$ cat src/rtl/seg_scan_driver_pkg.sv
// rtl/seg_scan_driver_pkg.sv - shared seven-segment tables, converter states and parameter checks
package seg_scan_driver_pkg;

   // Active-high g..a; the top applies output polarity.
   localparam logic [6:0] SEG_OVERFLOW = 7'h40;

   typedef enum logic [1:0] {
      CONV_IDLE  = 2'd0,
      CONV_SHIFT = 2'd1,
      CONV_DONE  = 2'd2
   } conv_state_e;

   function automatic logic [6:0] seg_decode(input logic [3:0] nib);
      logic [6:0] s;
      s = 7'h00;
      case (nib)
         4'h0: s = 7'h3F;
         4'h1: s = 7'h06;
         4'h2: s = 7'h5B;
         4'h3: s = 7'h4F;
         4'h4: s = 7'h66;
         4'h5: s = 7'h6D;
         4'h6: s = 7'h7D;
         4'h7: s = 7'h07;
         4'h8: s = 7'h7F;
         4'h9: s = 7'h6F;
         4'hA: s = 7'h77;
         4'hB: s = 7'h7C;
         4'hC: s = 7'h39;
         4'hD: s = 7'h5E;
         4'hE: s = 7'h79;
         default: s = 7'h71;
      endcase
      return s;
   endfunction

   function automatic bit num_digits_ok(input int n);
      return (n >= 2) && (n <= 8);
   endfunction

   // BCD digits needed to hold any 4*n-bit binary value, with margin for overflow detection.
   function automatic int bcd_digits(input int n);
      return n + n / 4 + 1;
   endfunction

endpackage

$ cat src/rtl/seg_scan_driver_bin_to_bcd_seq.sv
// rtl/seg_scan_driver_bin_to_bcd_seq.sv - sequential shift-add-3 binary to BCD converter
// One input bit per cycle; done pulses for one cycle with bcd/overflow valid.
module bin_to_bcd_seq
   import seg_scan_driver_pkg::*;
#(
   parameter int NUM_DIGITS = 4
) (
   input  logic                    clk,
   input  logic                    rst_n,
   input  logic                    start,
   input  logic [4*NUM_DIGITS-1:0] bin,
   output logic                    busy,
   output logic                    done,
   output logic [4*NUM_DIGITS-1:0] bcd,
   output logic                    overflow
);
   localparam int BW = 4 * NUM_DIGITS;
   localparam int BD = bcd_digits(NUM_DIGITS);
   localparam int CW = $clog2(BW);

   conv_state_e     state_q, state_d;
   logic [BW-1:0]   sh_q, sh_d;
   logic [4*BD-1:0] acc_q, acc_d;
   logic [4*BD-1:0] adj;
   logic [CW-1:0]   cnt_q, cnt_d;

   always_comb begin
      adj = acc_q;
      for (int i = 0; i < BD; i++) begin
         if (acc_q[4*i +: 4] >= 4'd5) adj[4*i +: 4] = acc_q[4*i +: 4] + 4'd3;
      end
   end

   always_comb begin
      state_d = state_q;
      sh_d    = sh_q;
      acc_d   = acc_q;
      cnt_d   = cnt_q;
      case (state_q)
         CONV_SHIFT: begin
            acc_d = {adj[4*BD-2:0], sh_q[BW-1]};
            sh_d  = sh_q << 1;
            cnt_d = cnt_q + CW'(1);
            if (cnt_q == CW'(BW - 1)) state_d = CONV_DONE;
         end
         default: begin
            if (start) begin
               sh_d    = bin;
               acc_d   = '0;
               cnt_d   = '0;
               state_d = CONV_SHIFT;
            end else begin
               state_d = CONV_IDLE;
            end
         end
      endcase
   end

   always_ff @(posedge clk or negedge rst_n) begin
      if (!rst_n) begin
         state_q <= CONV_IDLE;
         sh_q    <= '0;
         acc_q   <= '0;
         cnt_q   <= '0;
      end else begin
         state_q <= state_d;
         sh_q    <= sh_d;
         acc_q   <= acc_d;
         cnt_q   <= cnt_d;
      end
   end

   assign busy     = (state_q == CONV_SHIFT);
   assign done     = (state_q == CONV_DONE);
   assign bcd      = acc_q[BW-1:0];
   assign overflow = |acc_q[4*BD-1:BW];

endmodule

$ cat src/rtl/seg_scan_driver.sv
// rtl/seg_scan_driver.sv - multiplexed seven-segment scan driver with hex/decimal loading
// Loads land in a pending register and reach the display only at frame boundaries.
module seg_scan_driver
   import seg_scan_driver_pkg::*;
#(
   parameter int NUM_DIGITS     = 4,
   parameter int REFRESH_DIV    = 16,
   parameter bit SEG_ACTIVE_LOW = 1'b1
) (
   input  logic                    clk,
   input  logic                    rst,
   input  logic [4*NUM_DIGITS-1:0] value,
   input  logic                    value_valid,
   input  logic                    mode,
   input  logic [NUM_DIGITS-1:0]   dp_in,
   input  logic                    blank_lz,
   output logic                    busy,
   output logic [6:0]              display,
   output logic                    dp_out,
   output logic [NUM_DIGITS-1:0]   digit
);
   localparam int DW = 4 * NUM_DIGITS;
   localparam int IW = $clog2(NUM_DIGITS);
   localparam logic [6:0]            SEG_OFF = {7{SEG_ACTIVE_LOW}};
   localparam logic [NUM_DIGITS-1:0] DIG_OFF = {NUM_DIGITS{SEG_ACTIVE_LOW}};

   if (!num_digits_ok(NUM_DIGITS)) begin : g_bad_num_digits
      $error("seg_scan_driver: NUM_DIGITS must be 2..8");
   end

   logic                   conv_busy, conv_done, conv_ovf;
   logic [DW-1:0]          conv_bcd;
   logic                   load, tick, frame;

   logic [REFRESH_DIV-1:0] cnt_q, cnt_d;
   logic [IW-1:0]          idx_q, idx_d;
   logic [DW-1:0]          cap_val_q, cap_val_d;
   logic [NUM_DIGITS-1:0]  cap_dp_q, cap_dp_d;
   logic                   cap_blz_q, cap_blz_d;
   logic                   hex_pend_q, hex_pend_d;
   logic [DW-1:0]          pend_dig_q, pend_dig_d, act_dig_q, act_dig_d;
   logic [NUM_DIGITS-1:0]  pend_dp_q, pend_dp_d, act_dp_q, act_dp_d;
   logic                   pend_blz_q, pend_blz_d, act_blz_q, act_blz_d;
   logic                   pend_ovf_q, pend_ovf_d, act_ovf_q, act_ovf_d;
   logic [6:0]             disp_q, disp_d;
   logic                   dp_q, dp_d;
   logic [NUM_DIGITS-1:0]  digit_q, digit_d;

   logic [6:0]             seg_on;
   logic                   dp_on, lead_zero, blank;

   assign load  = value_valid && !conv_busy;
   assign tick  = &cnt_q;
   assign frame = tick && (idx_q == IW'(NUM_DIGITS - 1));

   bin_to_bcd_seq #(.NUM_DIGITS(NUM_DIGITS)) u_bcd (
      .clk      (clk),
      .rst_n    (rst),
      .start    (load && mode),
      .bin      (value),
      .busy     (conv_busy),
      .done     (conv_done),
      .bcd      (conv_bcd),
      .overflow (conv_ovf)
   );

   always_comb begin
      cnt_d      = cnt_q + REFRESH_DIV'(1);
      idx_d      = idx_q;
      cap_val_d  = cap_val_q;
      cap_dp_d   = cap_dp_q;
      cap_blz_d  = cap_blz_q;
      hex_pend_d = load && !mode;
      pend_dig_d = pend_dig_q;
      pend_dp_d  = pend_dp_q;
      pend_blz_d = pend_blz_q;
      pend_ovf_d = pend_ovf_q;
      disp_d     = disp_q;
      dp_d       = dp_q;
      digit_d    = digit_q;

      if (load) begin
         cap_val_d = value;
         cap_dp_d  = dp_in;
         cap_blz_d = blank_lz;
      end

      if (hex_pend_q) begin
         pend_dig_d = cap_val_q;
         pend_dp_d  = cap_dp_q;
         pend_blz_d = cap_blz_q;
         pend_ovf_d = 1'b0;
      end else if (conv_done) begin
         pend_dig_d = conv_ovf ? '0 : conv_bcd;
         pend_dp_d  = conv_ovf ? '0 : cap_dp_q;
         pend_blz_d = cap_blz_q;
         pend_ovf_d = conv_ovf;
      end

      // A pending write landing on the boundary edge is taken immediately.
      act_dig_d = frame ? pend_dig_d : act_dig_q;
      act_dp_d  = frame ? pend_dp_d  : act_dp_q;
      act_blz_d = frame ? pend_blz_d : act_blz_q;
      act_ovf_d = frame ? pend_ovf_d : act_ovf_q;

      if (tick) idx_d = frame ? '0 : idx_q + IW'(1);

      lead_zero = 1'b1;
      for (int j = 0; j < NUM_DIGITS; j++) begin
         if (j >= int'(idx_d) && act_dig_d[4*j +: 4] != 4'h0) lead_zero = 1'b0;
      end
      blank = act_blz_d && !act_ovf_d && (idx_d != '0) && lead_zero;

      if (act_ovf_d) begin
         seg_on = SEG_OVERFLOW;
         dp_on  = 1'b0;
      end else if (blank) begin
         seg_on = 7'h00;
         dp_on  = 1'b0;
      end else begin
         seg_on = seg_decode(act_dig_d[4*idx_d +: 4]);
         dp_on  = act_dp_d[idx_d];
      end

      if (tick) begin
         disp_d  = seg_on ^ SEG_OFF;
         dp_d    = dp_on ^ SEG_ACTIVE_LOW;
         digit_d = (NUM_DIGITS'(1) << idx_d) ^ DIG_OFF;
      end
   end

   always_ff @(posedge clk or negedge rst) begin
      if (!rst) begin
         cnt_q      <= '0;
         idx_q      <= '0;
         cap_val_q  <= '0;
         cap_dp_q   <= '0;
         cap_blz_q  <= 1'b0;
         hex_pend_q <= 1'b0;
         pend_dig_q <= '0;
         pend_dp_q  <= '0;
         pend_blz_q <= 1'b0;
         pend_ovf_q <= 1'b0;
         act_dig_q  <= '0;
         act_dp_q   <= '0;
         act_blz_q  <= 1'b0;
         act_ovf_q  <= 1'b0;
         disp_q     <= SEG_OFF;
         dp_q       <= SEG_ACTIVE_LOW;
         digit_q    <= DIG_OFF;
      end else begin
         cnt_q      <= cnt_d;
         idx_q      <= idx_d;
         cap_val_q  <= cap_val_d;
         cap_dp_q   <= cap_dp_d;
         cap_blz_q  <= cap_blz_d;
         hex_pend_q <= hex_pend_d;
         pend_dig_q <= pend_dig_d;
         pend_dp_q  <= pend_dp_d;
         pend_blz_q <= pend_blz_d;
         pend_ovf_q <= pend_ovf_d;
         act_dig_q  <= act_dig_d;
         act_dp_q   <= act_dp_d;
         act_blz_q  <= act_blz_d;
         act_ovf_q  <= act_ovf_d;
         disp_q     <= disp_d;
         dp_q       <= dp_d;
         digit_q    <= digit_d;
      end
   end

   assign busy    = conv_busy;
   assign display = disp_q;
   assign dp_out  = dp_q;
   assign digit   = digit_q;

endmodule

$ cat config.mk
export PLATFORM = sky130hd
export DESIGN_NAME = seg_scan_driver
export DESIGN_NICKNAME = d
export VERILOG_FILES = /design/src/rtl/seg_scan_driver_pkg.sv /design/src/rtl/seg_scan_driver_bin_to_bcd_seq.sv /design/src/rtl/seg_scan_driver.sv
export SDC_FILE = /design/constraint.sdc
export NUM_CORES = 1
export LEC_CHECK = 0
export BUFFER_PORTS_ARGS = -buffer_cell sky130_fd_sc_hd__buf_2
export CAP_MARGIN = 40
export CORE_AREA = 2 2 116 118
export CTS_BUF_LIST = sky130_fd_sc_hd__clkbuf_4
export DETAILED_ROUTE_END_ITERATION = 8
export DIE_AREA = 0 0 118 120
export PLACE_DENSITY_LB_ADDON = 0.08
export SYNTH_ARGS = -nofsm -noshare
export SYNTH_HDL_FRONTEND = slang
export SYNTH_SLANG_ARGS = --single-unit
export TNS_END_PERCENT = 30
$ cat constraint.sdc
create_clock -name clk -period 9.4 [get_ports clk]
set_input_delay 0.94 -clock clk [delete_from_list [all_inputs] [get_ports clk]]
set_output_delay 0.94 -clock clk [all_outputs]
set_load 0.01 [all_outputs]
==> results of run 1 <==
==> cells by family after synthesis <==
group | after synthesis | share of synthesized area (%)
simple gates | 202 | 14.5
flops | 142 | 51.5
compound gates | 149 | 14.4
mux | 55 | 8.97
buf+inv | 57 | 3.25
xor+xnor | 26 | 3.29
fa+ha+maj | 23 | 4.15
==> metrics by stage <==
stage / instances / setup slack (ns) / cell area, um^2
4_1_cts: 878 / 5.50 / 7630
6_report: 879 / 5.52 / 7630
3_3_place_gp: 842 / 4.97 / 7260
3_5_place_dp: 848 / 5.55 / 7370
2_1_floorplan: 654 / 6.16 / 6930
5_1_grt: 879 / 5.20 / 7630
==> where the power goes <==
| group | total (mW) | internal, mW | switching, mW |
|---|---|---|---|
| clock | 0.374 | 0.156 | 0.218 |
| sequential | 0.912 | 0.787 | 0.124 |
| combinational | 0.653 | 0.281 | 0.372 |
| total | 1.94 | 1.22 | 0.715 |
==> final cells by class <==
type | count | area [um^2]
Antenna cell | 1 | 2.50
Clock buffer | 18 | 135
Clock inverter | 12 | 124
Fill cell | 1151 | 5350
Inverter | 26 | 97.6
Multi-Input combinational cell | 455 | 3140
Sequential cell | 142 | 3570
Tap cell | 176 | 220
Timing Repair Buffer | 49 | 349
==> path summary, 6_finish.rpt <==
path                           from               to  cells after the start
setup reg to reg           cnt_q[0]       display[0]                     13
setup / recovery           cnt_q[0]       display[0]                     13
max in group asynchronous       rst       display[0]                      3
min in group clk           cnt_q[0]         cnt_q[0]                      1
hold / removal                  rst  u_bcd.acc_q[20]                      1
hold reg to reg            cnt_q[0]         cnt_q[0]                      1
==> critical path, delay by kind of cell, from the launching register on <==
family,cells,cell delay (ns)
buffers and inverters,3,0.44
muxes,1,0.66
adders and majority gates,2,0.53
and+or+nand+nor,3,0.79
DFF,1,0.41
AOI/OAI and AO/OA,4,0.99
==> registers in the layout (all words and copies together) (netlist names) <==
signal	count
cnt_q	16
idx_q	2
cap_blz_q	1
cap_val_q	16
pend_dig_q	16
pend_blz_q	1
hex_pend_q	1
pend_ovf_q	1
display	7
act_blz_q	1
u_bcd.state_q	2
u_bcd.cnt_q	4
act_ovf_q	1
cap_dp_q	4
pend_dp_q	4
dp_out	1
act_dp_q	4
act_dig_q	16
u_bcd.acc_q	24
u_bcd.sh_q	16
digit	4
==> cells in the final DEF (no fill, tap or decap), types with 10 or more instances in the layout <==
cell type / instances
xor2_1: 12
dfrtp_1: 130
nor3_1: 11
dfstp_2: 12
nand2_1: 66
xnor2_1: 14
a22oi_1: 17
a2bb2oi_1: 13
o21ai_0: 36
nand3_1: 27
mux2_2: 43
nor2_1: 44
a21oi_1: 43
clkbuf_4: 18
nand4_1: 16
mux2i_1: 10
inv_1: 25
nand2b_1: 11
ha_1: 23
buf_2: 36
==> metal layers <==
metal / up-vias / global-route usage [%]
met4: 0 / 7.61
met3: 18 / 5.13
li1: 2408 / -
met1: 2489 / 30.1
met5: - / 0
met2: 95 / 37.4
==> impl_results.md, run 1 <==
- Outcome: completed
- Peak supply drop: 101 uV
- Synthesis-stage register bit count: 142
- Area growth syn-to-layout: 10.1%
- Largest net degree at the start of global routing: 74
- Clk slew on worst S/H paths: 0.12 ns
- Fin Setup TNS: 0 ns
- Ports: 38
- Sink Count: 142
- Fin. max-slew vios: 0
- Share of cells above drive strength 1: 21.5%
- CTS tree: built
- Via count: 5010
- Met1 Wirelength: 6890 um
- Worst-Margin Slew: 0.892 ns
- DP HPWL: 10300 um
- Fin nets: 739
- Hold Vio Cnt, Final: 0
- Power Dens Cells: 254 nW/um^2
- Design Power: 1.94 mW
- First-pass GRT wire length: 25500 um
- Final hold slack: 0.376 ns
- Std-Cell Rows: 42
- Total track usage: 22.8%
- Die Ht: 120 um
- Die area: 14200 um^2
- Post-CTS Repair Setup Buffers: 0
- Ys async rst share: 100%
- Vias/cell: 5.70
- Req. time, crit path: 9.88 ns
- Post-synth EDFFs: 0
- Number of hold-repair buffers added at the cts stage: 0
- Final wirelength: 14900 um
- Floorplan core area: 13000 um^2
- Critical-path maximum fanout: 16
- Period utilisation layout: 41.3%
- Vias in the first global route: 5145
- R2r setup slk: 5.52 ns
- Top cells by area, synth: dfrtp_1 47%, mux2_2 7.0%, dfstp_2 4.6%, ha_1 4.2%, nand2_1 3.6%
- Met3 wire len: 561 um
- Syn avg cell area: 10.6 um^2
- Synth cell count leaders: 130 x dfrtp_1, 66 x nand2_1, 44 x nor2_1
- Startpoint types: flop
- Initial antenna violation count: 1
- Yosys top cell area share: 46.9%
- Later-pin clock latency in the skew report: 0.55 ns
- Pleak: 3.53 nW
- Worst Setup End Kind: flop
- Most frequent cell after synthesis: dfrtp_1
- CP max stage delay: 0.66 ns
- Rel. slew slack: 40.5%
- Setup violators final: 0
- Total CTS buffers: 17
- Overflow after GRT: 0
- Drt pass-1 iters: 5
- Max Clk Rate: 0.258 GHz
- CP max-delay cell: mux2i_1
- Fraction of the yosys area taken by sequential cells: 51.5%
- Root Buffer: clkbuf_4
- Post-synth top flop: dfrtp_1
- Buffers added on ports: 37
- Max-Cap Viols: 0
- Critical path cell sequence: ha_1, nand4_4, nor4_4, buf_6, mux2i_1, o21ai_0, a31o_2, and2_1, inv_1, ha_1, inv_1, a221o_1, a21oi_1
- Routability Congestion: 0.879
- Initial Util: 53.4%
- Final setup skew: 0.0221 ns
- Antenna viol nets, final: 0
- Clock Path Buffers: 2
- Final Core Density: 58.8%
- Drt drc: 0
- Synth Instances: 654
- Worst Hold Class: primary input to asynchronous set/reset pin
- H-tree Lvls: 4
- Post-synth cell types: 54
- Unrepaired setup endpoints after global routing: false
- Setup Crit Path Kind: flop to flop
- Metal2 WL: 7190 um
- Leading area contributor after synthesis: dfrtp_1
- Mapped Nets: 702
- DR iter-0 viols: 447
- Critical path arrival: 4.36 ns
- Yosys warns: 0
- Post-CTS sizing: 0
- Per-cell routed wire length: 16.9 um
- Die W: 118 um
- Highest metal used: met4
- Synthesized cell area: 6930 um^2
- Post-route minimum period: 3.88 ns
(Power assumes the default switching activity.)
==> run 2: changes to the inputs <==
--- a/config.mk
+++ b/config.mk
@@ -5,12 +5,13 @@
 export SDC_FILE = /design/constraint.sdc
 export NUM_CORES = 1
 export LEC_CHECK = 0
+export ABC_AREA = 1
 export BUFFER_PORTS_ARGS = -buffer_cell sky130_fd_sc_hd__buf_2
 export CAP_MARGIN = 40
-export CORE_AREA = 2 2 116 118
+export CORE_AREA = 2 2 118 120
 export CTS_BUF_LIST = sky130_fd_sc_hd__clkbuf_4
 export DETAILED_ROUTE_END_ITERATION = 8
-export DIE_AREA = 0 0 118 120
+export DIE_AREA = 0 0 120 122
 export PLACE_DENSITY_LB_ADDON = 0.08
 export SYNTH_ARGS = -nofsm -noshare
 export SYNTH_HDL_FRONTEND = slang
==> constraint.sdc (replaced) <==
create_clock -name clk -period 3.2 [get_ports clk]
set_input_delay 0.32 -clock clk [delete_from_list [all_inputs] [get_ports clk]]
set_output_delay 0.32 -clock clk [all_outputs]
set_load 0.01 [all_outputs]
==> impl_results.md, run 2 <==
- Most frequent cells in the layout: 212 x nand2_1, 130 x inv_1, 130 x dfrtp_1, 67 x nor2_1, 62 x nand3_1
- WP depth: 20 (+7)
- Ys async rst share: 100% (unchanged)
- Worst Hold Class: primary input to flop
- Synth cell count leaders: 212 x nand2_1, 130 x dfrtp_1, 130 x inv_1
- Fin nets: 969 (+31%)
- Synthesis-stage register bit count: 142 (unchanged)
- Yosys top cell area share: 44.9% (-2.1 points)
- Sink Count: 142 (unchanged)
- Crit. Startpoint: u_bcd.acc_q[16]
- Hold Vio Cnt, Final: 0 (unchanged)
- DR iter-0 viols: 410 (-8.3%)
- Most frequent cell after synthesis: nand2_1
- Max reg flops: 24 (unchanged)
- Final setup skew: 0.0210 ns (-0.00119 ns)
- Floorplan core area: 13500 um^2 (+4.0%)
- Vias in the first global route: 5706 (+11%)
- Mux cell area share after synthesis: 0.276% (-8.7 points)
- Critical-path maximum fanout: 12 (-4)
- Critical Path Most Common Cell: nand2_1
- Per-cell routed wire length: 14.6 um (-13%)
- Diodes inserted: 0 (-1)
- Simple-gate share of the synthesized area: 25.7% (+11 points)
- Area growth syn-to-layout: 11.7%
- Post-CTS sizing: 0 (unchanged)
- Drt pass-1 iters: 5 (unchanged)
- Die area: 14600 um^2 (+3.4%)
- Overflow after GRT: 0 (unchanged)
- Total CTS buffers: 17 (unchanged)
- Top cells by area, synth: dfrtp_1 45%, nand2_1 11%, inv_1 6.7%, dfstp_2 4.3%, nand3_1 4.3%
- Setup violators final: 0 (unchanged)
- Setup Crit Path Kind: flop to flop
- R2r setup slk: 0.36 ns (-5.16 ns)
- Number of hold-repair buffers added at the cts stage: 11 (+11)
- Yosys warns: 0 (unchanged)
- Die W: 120 um (+1.7%)
- CP max-delay cell: dfrtp_1
- Mapped Nets: 915 (+30%)
- Die Ht: 122 um (+1.7%)
- Peak supply drop: 468 uV (+360%)
- Total track usage: 24.2% (+1.5 points)
- Worst-Margin Slew: 0.716 ns (-0.177 ns)
- Root Buffer: clkbuf_4
- Synth Area in Adders: 3.97% (-0.18 points)
- Worst reg2reg path depth: 20 (+7)
- Initial antenna violation count: 0 (-1)
- Buffers added on ports: 37 (unchanged)
- Worst setup path endpoint: display[0]
- Vias/cell: 5.20 (-8.8%)
- Reg-to-reg critical path endpoint: display[0]
- Post-synth top flop: dfrtp_1
- Synthesized cell area: 7250 um^2 (+4.7%)
- DP HPWL: 11800 um (+14%)
- Via count: 5790 (+16%)
- Post-route minimum period: 2.84 ns (-1.04 ns)
- Clk slew on worst S/H paths: 0.13 ns (about the same)
- Most common cell after layout, fill and taps aside: nand2_1
- Share of cells above drive strength 1: 16.7% (-4.8 points)
- Largest net degree at the start of global routing: 78 (+5.4%)
- Ports: 38 (unchanged)
- Post-placement setup slack: 0.402 ns (-5.14 ns)
- Syn avg cell area: 8.36 um^2 (-21%)
- Largest family of logic cells by synthesized area: simple AND/OR/NAND/NOR gates
- CP bufs+invs: 4 (+1)
- Worst Setup End Kind: flop
- Power Dens Cells: 724 nW/um^2 (+180%)
- Critical path cell sequence: inv_1, ha_1, nand2_1, inv_1, nand3_1, inv_1, nand2_1, nand2_1, nand2_1, nand2_1, nand2_1, nand2_1, nor2_4, inv_1, ha_1, nand3b_1, nand3_1, nand2_1, nor2_1, nor2_1
- Drt drc: 0 (unchanged)
- Leading area contributor after synthesis: dfrtp_1
- Routability Congestion: 0.901 (+2.5%)
- Fraction of the yosys area taken by sequential cells: 49.2% (-2.3 points)
- Fin. max-slew vios: 0 (unchanged)
- Crit Reg-Reg Startpoint: u_bcd.acc_q[16]
- Post-synth cell types: 38 (-30%)
- H-tree Lvls: 4 (unchanged)
- Post-synth EDFFs: 0 (unchanged)
- Synth Area in Compound Gates: 9.85% (-4.5 points)
- HP Start: value[13]
- CTS tree: built
- Synth Area in XOR/XNOR: 2.42% (-0.87 points)
- Later-pin clock latency in the skew report: 0.57 ns (+0.02 ns)
- First-pass GRT wire length: 27800 um (+9.1%)
- Pleak: 4.26 nW (+21%)
- Rel. slew slack: 52.3% (+12 points)
- Max-Cap Viols: 0 (unchanged)
- Final Instance Area: 8100 um^2 (+6.1%)
- Antenna viol nets, final: 0 (unchanged)
- Unrepaired setup endpoints after global routing: false
- Reg with most FFs: u_bcd.acc_q
- Fin Setup TNS: 0 ns (unchanged)
- Outcome: completed
- Largest delay share family, worst path: simple AND/OR/NAND/NOR gates
- Placed cell area: 7650 um^2 (+3.8%)
- Req. time, crit path: 3.71 ns (-6.17 ns)
- Clock Path Buffers: 2 (unchanged)
- Synth Instances: 867 (+33%)
- Initial Util: 53.7% (+0.32 points)
- Max Clk Rate: 0.353 GHz (+37%)
- Post-CTS Repair Setup Buffers: 0 (unchanged)
- Worst Setup Slack, final: 0.363 ns (-5.16 ns)
- Period utilisation layout: 88.6% (+47 points)
- Final wirelength: 16300 um (+9.8%)
- Std-Cell Rows: 43 (+2.4%)
- CP max stage delay: 0.41 ns (-0.25 ns)
- Startpoint types: flop
- Critical path arrival: 3.35 ns (-1.01 ns)
## run 2: worst min path at each step
| stage | to | slack, ns | cells past startpoint |
|---|---|---|---|
| after global placement | u_bcd.acc_q[19] | 0.39 | 1 |
| after CTS | cap_val_q[0] | 0.002 | 3 |
| after global routing | cap_val_q[15] | 0.02 | 3 |
| after detailed placement | u_bcd.acc_q[19] | 0.41 | 1 |
| after floorplan | act_blz_q | 0.02 | 0 |
| final | cap_val_q[13] | 0.03 | 3 |
## run 2: stage by stage
stage / cells / utilization [%] / hold WS, ns / power, mW
after detailed placement: 1071 / 56.7 / 0.406 / 4.54
after floorplan: 867 / - / 0.0244 / 3.96
after CTS: 1114 / 60.0 / 0.00170 / 5.89
final: 1114 / 60.0 / 0.0266 / 5.86
after global routing: 1114 / 60.0 / 0.0157 / 6.35
after global placement: 1071 / 56.7 / 0.395 / 4.44
## run 2: where the power goes
group          internal (mW)  leakage, nW  switching (mW)
combinational          0.689         2.29            1.21
clock                  0.632        0.175           0.704
sequential              2.31         1.80           0.317
total                   3.63         4.26            2.23
## run 2: routing by layer
| layer | global-route usage [%] | vias to the layer above | share of wire, % |
|---|---|---|---|
| met4 | 8.82 | 0 | 1.9 |
| met2 | 36.6 | 166 | 44 |
| met1 | 34.5 | 2733 | 49 |
| met5 | 0 | - | 0 |
| li1 | - | 2866 | - |
| met3 | 5.29 | 25 | 5.3 |
## run 2: cell type report
| cell class | count | area [um^2] |
|---|---|---|
| fillers | 1213 | 5410 |
| flip-flops and latches | 142 | 3570 |
| multi-input cells | 567 | 3060 |
| inverters | 133 | 499 |
| repair buffers | 60 | 404 |
| well taps | 180 | 225 |
| clock inverters | 15 | 209 |
| clock buffers | 17 | 128 |
## run 2: kinds of logic (layout without fill, tap and decap cells)
group / Yosys count / in the layout
simple gates: 405 / 405
mux: 2 / 2
xor+xnor: 20 / 20
flops: 142 / 142
compound gates: 117 / 117
fa+ha+maj: 23 / 23
buf+inv: 158 / 225
## run 2: worst min-delay path, stage by stage
cell and delay [ns]:
buf_2 0.10, inv_1 0.06, o21ai_0 0.08
